File: src/rtl/edge_event_arbiter_if.sv
// Event bus for edge_event_arbiter. The master side is the arbiter: it takes
// monitored levels and modes in and presents event records out.
interface edge_event_arbiter_if #(
    parameter int NCH = 4
);
    localparam int CW = $clog2(NCH);

    logic [NCH-1:0]   signal_in;
    logic [2*NCH-1:0] mode;
    logic             evt_valid;
    logic             evt_ready;
    logic [CW-1:0]    evt_ch;
    logic             evt_rise;
    logic [NCH-1:0]   overflow;
    logic             ovf_clr;

    modport master (
        input  signal_in, mode, evt_ready, ovf_clr,
        output evt_valid, evt_ch, evt_rise, overflow
    );

    modport slave (
        output signal_in, mode, evt_ready, ovf_clr,
        input  evt_valid, evt_ch, evt_rise, overflow
    );
endinterface

File: src/rtl/edge_event_arbiter.sv
// edge_event_arbiter: per-channel edge detection with a one-deep pending slot
// per channel, round-robin arbitration into a single valid/ready event register,
// and sticky per-channel overflow flags for edges lost to a full slot.
// Optional macro EDGE_SYNC_EN inserts a two-flop synchronizer ahead of detection.
module edge_event_arbiter #(
    parameter int NCH = 4
) (
    input  logic                clk,
    input  logic                rst,
    edge_event_arbiter_if.master evt_bus
);
    localparam int CW = $clog2(NCH);

    logic [NCH-1:0] w_sig;
    logic [NCH-1:0] w_edge;
    logic [NCH-1:0] w_gnt;
    logic           w_load;
    logic           w_gnt_vld;
    logic [CW-1:0]  w_gnt_idx;
    logic [CW-1:0]  w_ptr_nxt;

    logic [NCH-1:0] r_sig_q;
    logic [NCH-1:0] r_pending;
    logic [NCH-1:0] r_ptype;
    logic [NCH-1:0] r_ovf;
    logic [CW-1:0]  r_rr_ptr;
    logic           r_valid;
    logic [CW-1:0]  r_ch;
    logic           r_rise;

`ifdef EDGE_SYNC_EN
    logic [NCH-1:0] r_sync1;
    logic [NCH-1:0] r_sync2;

    // Two-flop synchronizer; preloaded with the raw input in reset so release
    // never manufactures an edge.
    always_ff @(posedge clk) begin
        if (rst) begin
            r_sync1 <= evt_bus.signal_in;
            r_sync2 <= evt_bus.signal_in;
        end else begin
            r_sync1 <= evt_bus.signal_in;
            r_sync2 <= r_sync1;
        end
    end

    assign w_sig = r_sync2;
`else
    assign w_sig = evt_bus.signal_in;
`endif

    // Edge present when the level moved and the mode enables that direction
    // (mode bit 2i = rising, bit 2i+1 = falling).
    always_comb begin
        w_edge = '0;
        for (int i = 0; i < NCH; i++) begin
            w_edge[i] = (w_sig[i] != r_sig_q[i]) &&
                        (w_sig[i] ? evt_bus.mode[2*i] : evt_bus.mode[2*i+1]);
        end
    end

    // Round-robin pick among registered pending bits, starting at r_rr_ptr;
    // only meaningful when the output register can take a new record.
    always_comb begin
        w_load    = !r_valid || evt_bus.evt_ready;
        w_gnt_vld = 1'b0;
        w_gnt_idx = '0;
        w_gnt     = '0;
        for (int k = 0; k < NCH; k++) begin
            if (!w_gnt_vld && r_pending[(int'(r_rr_ptr) + k) % NCH]) begin
                w_gnt_vld = 1'b1;
                w_gnt_idx = CW'((int'(r_rr_ptr) + k) % NCH);
            end
        end
        if (!w_load) begin
            w_gnt_vld = 1'b0;
        end
        if (w_gnt_vld) begin
            w_gnt[w_gnt_idx] = 1'b1;
        end
        w_ptr_nxt = (w_gnt_idx == CW'(NCH - 1)) ? '0 : w_gnt_idx + 1'b1;
    end

    // Output register, pending/direction slots, overflow flags and pointer.
    // A channel granted this cycle frees its slot, so a coincident new edge
    // refills it instead of counting as an overflow.
    always_ff @(posedge clk) begin
        if (rst) begin
            r_sig_q   <= evt_bus.signal_in;
            r_pending <= '0;
            r_ptype   <= '0;
            r_ovf     <= '0;
            r_rr_ptr  <= '0;
            r_valid   <= 1'b0;
            r_ch      <= '0;
            r_rise    <= 1'b0;
        end else begin
            r_sig_q <= w_sig;
            if (w_load) begin
                r_valid <= w_gnt_vld;
                if (w_gnt_vld) begin
                    r_ch     <= w_gnt_idx;
                    r_rise   <= r_ptype[w_gnt_idx];
                    r_rr_ptr <= w_ptr_nxt;
                end
            end
            for (int i = 0; i < NCH; i++) begin
                if (w_edge[i] && (!r_pending[i] || w_gnt[i])) begin
                    r_pending[i] <= 1'b1;
                    r_ptype[i]   <= w_sig[i];
                end else if (w_gnt[i]) begin
                    r_pending[i] <= 1'b0;
                end
                if (w_edge[i] && r_pending[i] && !w_gnt[i]) begin
                    r_ovf[i] <= 1'b1;
                end else if (evt_bus.ovf_clr) begin
                    r_ovf[i] <= 1'b0;
                end
            end
        end
    end

    assign evt_bus.evt_valid = r_valid;
    assign evt_bus.evt_ch    = r_ch;
    assign evt_bus.evt_rise  = r_rise;
    assign evt_bus.overflow  = r_ovf;

endmodule

File: src/flat_wrapper.sv
// flat-port wrapper written by rule: the top's interface ports become plain ports
module edge_event_arbiter_flat 
#(
    parameter int NCH = 4
)
  (clk, rst, evt_bus_signal_in, evt_bus_mode, evt_bus_evt_ready, evt_bus_ovf_clr, evt_bus_evt_valid, evt_bus_evt_ch, evt_bus_evt_rise, evt_bus_overflow);
  edge_event_arbiter_if #(.NCH(NCH)) evt_bus_i ();
  input  logic clk;
  input  logic rst;
  input wire logic [$bits(evt_bus_i.signal_in)-1:0] evt_bus_signal_in;
  input wire logic [$bits(evt_bus_i.mode)-1:0] evt_bus_mode;
  input wire logic [$bits(evt_bus_i.evt_ready)-1:0] evt_bus_evt_ready;
  input wire logic [$bits(evt_bus_i.ovf_clr)-1:0] evt_bus_ovf_clr;
  output wire logic [$bits(evt_bus_i.evt_valid)-1:0] evt_bus_evt_valid;
  output wire logic [$bits(evt_bus_i.evt_ch)-1:0] evt_bus_evt_ch;
  output wire logic [$bits(evt_bus_i.evt_rise)-1:0] evt_bus_evt_rise;
  output wire logic [$bits(evt_bus_i.overflow)-1:0] evt_bus_overflow;
  assign evt_bus_i.signal_in = evt_bus_signal_in;
  assign evt_bus_i.mode = evt_bus_mode;
  assign evt_bus_i.evt_ready = evt_bus_evt_ready;
  assign evt_bus_i.ovf_clr = evt_bus_ovf_clr;
  assign evt_bus_evt_valid = evt_bus_i.evt_valid;
  assign evt_bus_evt_ch = evt_bus_i.evt_ch;
  assign evt_bus_evt_rise = evt_bus_i.evt_rise;
  assign evt_bus_overflow = evt_bus_i.overflow;
  edge_event_arbiter #(.NCH(NCH)) u_core (.clk(clk), .rst(rst), .evt_bus(evt_bus_i));
endmodule
File: config.mk
export PLATFORM = sky130hd
export DESIGN_NAME = edge_event_arbiter_flat
export DESIGN_NICKNAME = d
export VERILOG_FILES = /design/src/rtl/edge_event_arbiter_if.sv /design/src/rtl/edge_event_arbiter.sv /design/src/flat_wrapper.sv
export SDC_FILE = /design/constraint.sdc
export NUM_CORES = 1
export LEC_CHECK = 0
export CAP_MARGIN = 30
export CORE_ASPECT_RATIO = 0.75
export CORE_MARGIN = 1.5
export CORE_UTILIZATION = 53
export CTS_CLUSTER_DIAMETER = 120
export CTS_CLUSTER_SIZE = 28
export DETAILED_ROUTE_END_ITERATION = 12
export PLACE_DENSITY_LB_ADDON = 0.12
export SYNTH_ARGS = -nofsm -noshare
export SYNTH_HDL_FRONTEND = slang
export SYNTH_SLANG_ARGS = --single-unit
export TNS_END_PERCENT = 100
File: constraint.sdc
create_clock -name clk -period 2.6 [get_ports clk]
set_input_delay 0.52 -clock clk [delete_from_list [all_inputs] [get_ports clk]]
set_output_delay 0.52 -clock clk [all_outputs]
set_load 0.02 [all_outputs]
==> impl_results.md, run 1 <==
- Max cap viols: 0
- Starting density of the core: 0.556
- Gp weighted congestion: 0.833
- Setup TNS: 0 ns
- Maximum VDD drop: 0.490 mV
- Worst path arrival time: 1.28 ns
- Post-Syn Area per Cell: 9.26 µm²
- First-pass GRT wire length: 3970 µm
- Hold depth: 2
- Syn_nets: 136
- DR vias: 951
- Chip Width: 55.9 µm
- Worst slew pin tran: 0.582 ns
- TritonCTS clock tree: built
- Commonest cells post-synth: dfxtp_1, nand2_1, nand2b_1, a21oi_1, mux2i_1
- Max Clock Skew: 0.00220 ns
- Core Rows: 14
- Crit path max-delay cell type: clkdlybuf4s50_1
- Mapped Area: 0.00111 mm²
- YS warnings: 0
- Register-to-Register Path Depth: 5
- Outcome: finished clean
- Clk root buf: clkbuf_4
- Leak: 0.000489 µW
- #FFs+latches synth: 22
- Setup bufs post-CTS: 0
- Pre-antenna DRT Iters: 4
- Register area share after synthesis: 0.396
- Hold EP: u_core.evt_bus.evt_ch[1]
- H-tree Lvls: 1
- Top FF cell, synth: dfxtp_1
- Most frequent cell after synthesis: dfxtp_1
- WL/cell: 13.7 µm
- Routed WL: 2300 µm
- Ant diodes: 0
- Clock buffer depth: 2
- Cell family with most CP delay: buffers and inverters
- Worst path depth: 1
- Async set-reset flop share out of synthesis: 0
- CP Class: reg -> out
- Total GRT Usage: 0.215
- Largest area contributor in the netlist: dfxtp_1
- Number of port buffers: 23
- Core Area: 0.00200 mm²
- Pre-CTS WS: 0.545 ns
- Worst-path clk slew: 0.12 ns
- Chip Height: 42.7 µm
- Vias in the first global route: 843
- Worst-path cell chain: clkdlybuf4s50_1
- Detailed Place HPWL: 1730 µm
- Initial antenna violation count: 0
- Clock Sinks: 22
- Pins Over Slew Limit: 0
- Remaining DRCs: 0
- CTS buffer count: 3
- Critical Path End Type: primary output
- Skew-Pair Late Insertion Delay: 0.31 ns
- Max-slew headroom: 0.608
- Fraction of layout cells with a size suffix above 1: 0.132
- CP Launch Type: flip-flop
- Largest net degree at the start of global routing: 15
- Peak Freq: 0.557 GHz
- I/O pin count: 24
- CP Buf/Inv Count: 1
- Number of synthesized flops with an enable pin: 0
- Layout area overhead: 24.7%
- Synth Instances: 120
- Grt ovf: 0
- Post-synth top area share: 0.396
- Hold Crit Start: u_core.evt_bus.evt_ch[1]
- Multi-input gate area: 637 µm²
- Detail-routed via count per cell: 5.66
- Fin crit period: 1.80 ns
- Final setup margin: 0.803 ns
- Reg-to-reg endpoint: u_core.evt_bus.overflow[3]
- CP required: 2.08 ns
- Hold Vio Cnt, Final: 0
- Pwr Density: 618 mW/mm²
- RSZ-0062 raised after global routing: false
- DIE AREA: 0.00238 mm²
- Register Area: 440 µm²
- Endpoints failing setup: 0
- # fillers: 173
- Fin crit share: 0.691
- Synth area leaders: dfxtp_1, nand2b_1, mux2i_1
- Antenna Violating Nets Remaining: 0
- Worst Hold Class: reg -> reg
- Crit-path max FO: 2
- Crit Reg-Reg Startpoint: u_core.r_pending[0]
- Final #Nets: 161
- R2R Setup Slk: 0.86 ns
- Max incr delay on CP: 0.61 ns
- Post-synthesis cell type count: 36
- Hold_buf cts: 0
- Initial drt markers: 33
- # resized after CTS: 0
[cells in the final DEF (no fill, tap or decap), types with 2 or more instances in the layout]
cell type        count
clkdlybuf4s50_1     23
dfxtp_1             22
nand2_1             14
nand2b_1            11
a21oi_1              9
mux2i_1              6
nor2_1               5
nand3b_1             5
a211oi_1             4
o21ai_0              4
o31ai_1              4
o21a_1               3
clkbuf_4             3
nor2b_2              2
nor2b_1              2
o311ai_0             2
o32ai_2              2
o22ai_1              2
or3b_2               2
[per-stage QoR]
stage          instance area [µm²]  hold WS, ns   util  power, µW  std cells
2_1_floorplan                 1110        0.448      -        601        120
3_3_place_gp                  1350        0.445  0.675        661        164
3_5_place_dp                  1350        0.455  0.675        670        164
4_1_cts                       1390        0.470  0.694        861        168
5_1_grt                       1390        0.488  0.694        908        168
6_report                      1390        0.468  0.694        856        168
[logic make-up (layout without fill, tap and decap cells)]
family	count (synthesis)	after routing	synth area share
compound gates	38	38	0.255
mux	6	6	0.0541
simple gates	48	48	0.257
buf+inv	5	29	0.0304
flops	22	22	0.396
xor+xnor	1	1	0.00788
[final cells by class]
class | instances | share of cell area
Tap cell | 24 | 0.0217
Timing Repair Buffer | 24 | 0.172
Multi-Input combinational cell | 93 | 0.460
Clock buffer | 4 | 0.0262
Sequential cell | 22 | 0.318
Inverter | 1 | 0.00271
[where the power goes]
part	switching, µW	internal, µW	total, µW
registers	34.5	369	403
clock network	104	85.6	190
logic	139	124	262
[routing by layer]
metal,vias up,GRT usage,wire (µm)
met5,-,0,0
met3,4,0.0701,111
li1,487,-,-
met4,0,0.0571,21
met1,439,0.289,1110
met2,21,0.336,1060
[how the worst max path moves through the flow]
stage | start | to
after floorplan | evt_bus_evt_ready | u_core.evt_bus.overflow[0]
after global placement | evt_bus_evt_ready | u_core.evt_bus.overflow[2]
after detailed placement | evt_bus_signal_in[3] | u_core.r_ptype[3]
after CTS | u_core.evt_bus.overflow[0] | evt_bus_overflow[0]
after global routing | u_core.evt_bus.evt_rise | evt_bus_evt_rise
final | u_core.evt_bus.overflow[0] | evt_bus_overflow[0]
[worst reg2reg max path, delay by kind of cell, from the launching register on]
family	cells	cell delay [ns]
flops	1	0.41
simple gates	2	0.72
compound gates	3	0.54
[sequential cells by signal (all words and copies together), names as in the netlist]
signal and count:
u_core.evt_bus.evt_valid 1, u_core.evt_bus.overflow 4, u_core.r_sig_q 4, u_core.r_ptype 4
u_core.evt_bus.evt_ch 2, u_core.r_rr_ptr 2, u_core.evt_bus.evt_rise 1, u_core.r_pending 4
Note: power is estimated with default switching activity, not from simulation.
==> run 2, diff against run 1 <==
Settings changed: CORE_UTILIZATION 53 to 49.
Clock period 2.6 ns to 1.9 ns, I/O delays scaled along.
==> impl_results.md, run 2 (synthesis results as in run 1) <==
- Pre-antenna DRT Iters: 6
- Skew-Pair Late Insertion Delay: 0.31 ns
- Final instance area: 0.00141 mm²
- Clock Sinks: 22
- Pwr Density: 841 mW/mm²
- Max cap viols: 0
- WL/cell: 13.9 µm
- Fraction of layout cells with a size suffix above 1: 0.150
- Multi-input gate area: 637 µm²
- Detail-routed via count per cell: 5.75
- RSZ-0062 raised after global routing: false
- Ant diodes: 0
- Total GRT Usage: 0.212
- Setup TNS: 0 ns
- Routed WL: 2380 µm
- Gp weighted congestion: 0.789
- Antenna Violating Nets Remaining: 0
- CP Class: reg -> reg
- TritonCTS clock tree: built
- Core Rows: 14
- Final core utilization: 0.681
- Pins Over Slew Limit: 0
- Placed Cells: 167
- Initial drt markers: 47
- CTS buffer count: 3
- Grt ovf: 0
- Largest net degree at the start of global routing: 15
- Crit path max-delay cell type: dfxtp_1
- Core Area: 0.00207 mm²
- Setup bufs post-CTS: 0
- Worst Hold Class: reg -> reg
- Critical Path End Type: flip-flop
- Fin crit share: 0.891
- Leak: 0.000503 µW
- Worst slew pin tran: 0.337 ns
- CP required: 2.11 ns
- Hold depth: 2
- Worst path arrival time: 1.90 ns
- Clock buffer depth: 2
- Crit-path max FO: 8
- Worst path depth: 5
- Chip Height: 44.2 µm
- Commonest non-fill, non-tap cell in the layout: clkdlybuf4s50_1
- # resized after CTS: 0
- Chip Width: 58.0 µm
- DIE AREA: 0.00257 mm²
- Register Area: 440 µm²
- Total Power: 1180 µW
- Commonest non-fill, non-tap cells in the layout: clkdlybuf4s50_1, dfxtp_1, nand2_1, nand2b_1, a21oi_1
- Cell family with most CP delay: flip-flops
- Number of port buffers: 23
- Worst-path clk slew: 0.12 ns
- Clk root buf: clkbuf_4
- Fin crit period: 1.69 ns
- H-tree Lvls: 1
- Layout Cells excl Fill: 171
- Detailed Place HPWL: 1810 µm
- CP Buf/Inv Count: 1
- Register-to-Register Path Depth: 5
- CP Launch Type: flip-flop
- Final #Nets: 164
- Peak Freq: 0.591 GHz
- Maximum VDD drop: 0.549 mV
- Hold_buf cts: 0
- Outcome: finished clean
- Layout area overhead: 26.7%
- Starting density of the core: 0.538
- I/O pin count: 24
- Max incr delay on CP: 0.52 ns
- Worst-path cell chain: nor4_1, buf_4, or2_2, o311ai_0, a21oi_1
- R2R Setup Slk: 0.21 ns
- Max Clock Skew: 0.00234 ns
- Initial antenna violation count: 0
- First-pass GRT wire length: 4070 µm
- Remaining DRCs: 0
- DR vias: 983
- Vias in the first global route: 928
- Max-slew headroom: 0.775
- Post-DP Area: 0.00137 mm²
- Endpoints failing setup: 0
- Hold Vio Cnt, Final: 0
- # fillers: 178
run 2: path summary, 6_finish.rpt:
path                       startpoint                         end
min          u_core.evt_bus.evt_ch[1]    u_core.evt_bus.evt_ch[1]
min reg2reg  u_core.evt_bus.evt_ch[1]    u_core.evt_bus.evt_ch[1]
max reg2reg       u_core.r_pending[1]  u_core.evt_bus.overflow[2]
max               u_core.r_pending[1]  u_core.evt_bus.overflow[2]
run 2: stage by stage:
| step | setup WS, ns | hold WS (ns) |
|---|---|---|
| CTS | 0.213 | 0.470 |
| floorplan | 0.429 | 0.408 |
| global route | 0.0264 | 0.493 |
| detailed placement | 0.0281 | 0.452 |
| global placement | 0.0631 | 0.450 |
| finish | 0.207 | 0.471 |
run 2: per-layer routing:
layer	up-vias	track usage	wire [µm]
met2	18	0.334	1080
met1	465	0.270	1170
li1	496	-	-
met3	4	0.0643	96
met5	-	0	0
met4	0	0.0930	34
run 2: cell type report:
type	instances	share of cell area
clock buffer	4	0.0258
inverter	1	0.00267
multi-input combinational	93	0.452
sequential	22	0.313
tap	24	0.0213
timing repair buffer	27	0.185
run 2: report_power, final:
| part | switching (µW) | total, µW | internal [µW] | leakage, µW |
|---|---|---|---|---|
| sequential | 48.0 | 553 | 505 | 0.000181 |
| combinational | 190 | 371 | 181 | 0.000301 |
| clock | 143 | 261 | 117 | 0.0000210 |
run 2: worst reg2reg max path: cells and delay by family, from the launching register on:
family	cells	cell delay (ns)
buffers and inverters	1	0.16
flip-flops	1	0.52
AND/OR/NAND/NOR	2	0.46
AO/OA/AOI/OAI	2	0.46
==> run 3, diff against run 2 <==
Settings changed: CAP_MARGIN 30 to 10, RECOVER_POWER set to 100.
==> impl_results.md, run 3 (synthesis results as in run 1) <==
- # resized after CTS: 0
- Fin crit share: 0.940
- Layout Cells excl Fill: 171
- Pins Over Slew Limit: 0
- Max cap viols: 0
- DR vias: 972
- Commonest non-fill, non-tap cells in the layout: dfxtp_1, nand2_1, dlygate4sd3_1, nand2b_1, clkdlybuf4s50_1
- Chip Width: 58.0 µm
- Hold_buf cts: 0
- Antenna Violating Nets Remaining: 0
- Max incr delay on CP: 0.42 ns
- Clk root buf: clkbuf_4
- CP Launch Type: flip-flop
- Vias in the first global route: 928
- Detail-routed via count per cell: 5.68
- Post-DP Area: 0.00137 mm²
- Clock Sinks: 22
- Routed WL: 2390 µm
- Crit path max-delay cell type: or2_0
- Largest net degree at the start of global routing: 15
- Skew-Pair Late Insertion Delay: 0.31 ns
- Clock buffer depth: 2
- # fillers: 179
- Max-slew headroom: 0.685
- Layout area overhead: 25.8%
- WL/cell: 14.0 µm
- Placed Cells: 167
- Worst-path cell chain: nor4_1, clkbuf_1, or2_0, o311ai_0, a21oi_1
- Grt ovf: 0
- TritonCTS clock tree: built
- DIE AREA: 0.00257 mm²
- Initial drt markers: 43
- Final instance area: 0.00140 mm²
- Critical Path End Type: flip-flop
- Hold Vio Cnt, Final: 0
- Pre-antenna DRT Iters: 6
- Worst path arrival time: 2.04 ns
- Gp weighted congestion: 0.789
- Chip Height: 44.2 µm
- Detailed Place HPWL: 1810 µm
- I/O pin count: 24
- Leak: 0.000519 µW
- Core Rows: 14
- Endpoints failing setup: 0
- Ant diodes: 0
- Remaining DRCs: 0
- Setup bufs post-CTS: 0
- Maximum VDD drop: 0.545 mV
- CTS buffer count: 3
- CP required: 2.15 ns
- Core Area: 0.00207 mm²
- CP Class: reg -> reg
- Total GRT Usage: 0.212
- Peak Freq: 0.560 GHz
- RSZ-0062 raised after global routing: false
- H-tree Lvls: 1
- Outcome: finished clean
- Fin crit period: 1.79 ns
- Crit-path max FO: 8
- Pwr Density: 834 mW/mm²
- Number of port buffers: 23
- Worst slew pin tran: 0.473 ns
- Worst Hold Class: reg -> reg
- Setup TNS: 0 ns
- Final #Nets: 164
- First-pass GRT wire length: 4070 µm
- Max Clock Skew: 0.00142 ns
- Starting density of the core: 0.538
- Worst-path clk slew: 0.12 ns
- Fraction of layout cells with a size suffix above 1: 0.122
- Commonest non-fill, non-tap cell in the layout: dfxtp_1
- Initial antenna violation count: 0
run 3: cell types whose count changed in the layout (fill, tap and decap cells not counted), sizes merged:
cell | previous run | this run
clkbuf | 4 | 6
buf | 4 | 2
clkdlybuf4s50 | 23 | 11
dlygate4sd3 | 0 | 12
run 3: worst paths after layout:
| path | from | endpoint | slack (ns) | cells after the start |
|---|---|---|---|---|
| worst max-delay path | u_core.r_pending[0] | u_core.evt_bus.overflow[2] | 0.11 | 5 |
| worst min-delay path | u_core.evt_bus.evt_ch[1] | u_core.evt_bus.evt_ch[1] | 0.47 | 2 |
| worst max register to register | u_core.r_pending[0] | u_core.evt_bus.overflow[2] | 0.11 | 5 |
| worst min register to register | u_core.evt_bus.evt_ch[1] | u_core.evt_bus.evt_ch[1] | 0.47 | 2 |
run 3: layout make-up:
class,count,area [µm²],share of cell area
Sequential cell,22,440,0.315
Multi-Input combinational cell,93,634,0.454
Clock buffer,4,36.3,0.0260
Inverter,1,3.75,0.00269
Tap cell,24,30.0,0.0215
Timing Repair Buffer,27,253,0.181
run 3: through the flow:
step / hold slack, ns / utilization / worst slack, ns / power, µW
after floorplan: 0.408 / - / 0.429 / 823
after global placement: 0.450 / 0.663 / 0.0631 / 921
after detailed placement: 0.452 / 0.663 / 0.0281 / 931
after CTS: 0.470 / 0.681 / 0.213 / 1190
after global routing: 0.490 / 0.676 / 0.0158 / 1240
final: 0.468 / 0.676 / 0.114 / 1170
run 3: power breakdown:
part	internal [µW]	switching (µW)
combinational	165	191
sequential	505	46.3
clock	117	141
total	787	378
run 3: routing by layer:
layer / vias to the layer above / wire length (µm) / GRT usage
met2: 18 / 1090 / 0.334
li1: 494 / - / -
met3: 4 / 92 / 0.0643
met4: 0 / 36 / 0.0930
met1: 456 / 1160 / 0.270
met5: - / 0 / 0
run 3: critical path, delay by kind of cell, from the launching register on:
kind,cells,cell delay [ns]
AO/OA/AOI/OAI,2,0.36
AND/OR/NAND/NOR,2,0.77
buffers and inverters,1,0.19
flip-flops,1,0.41
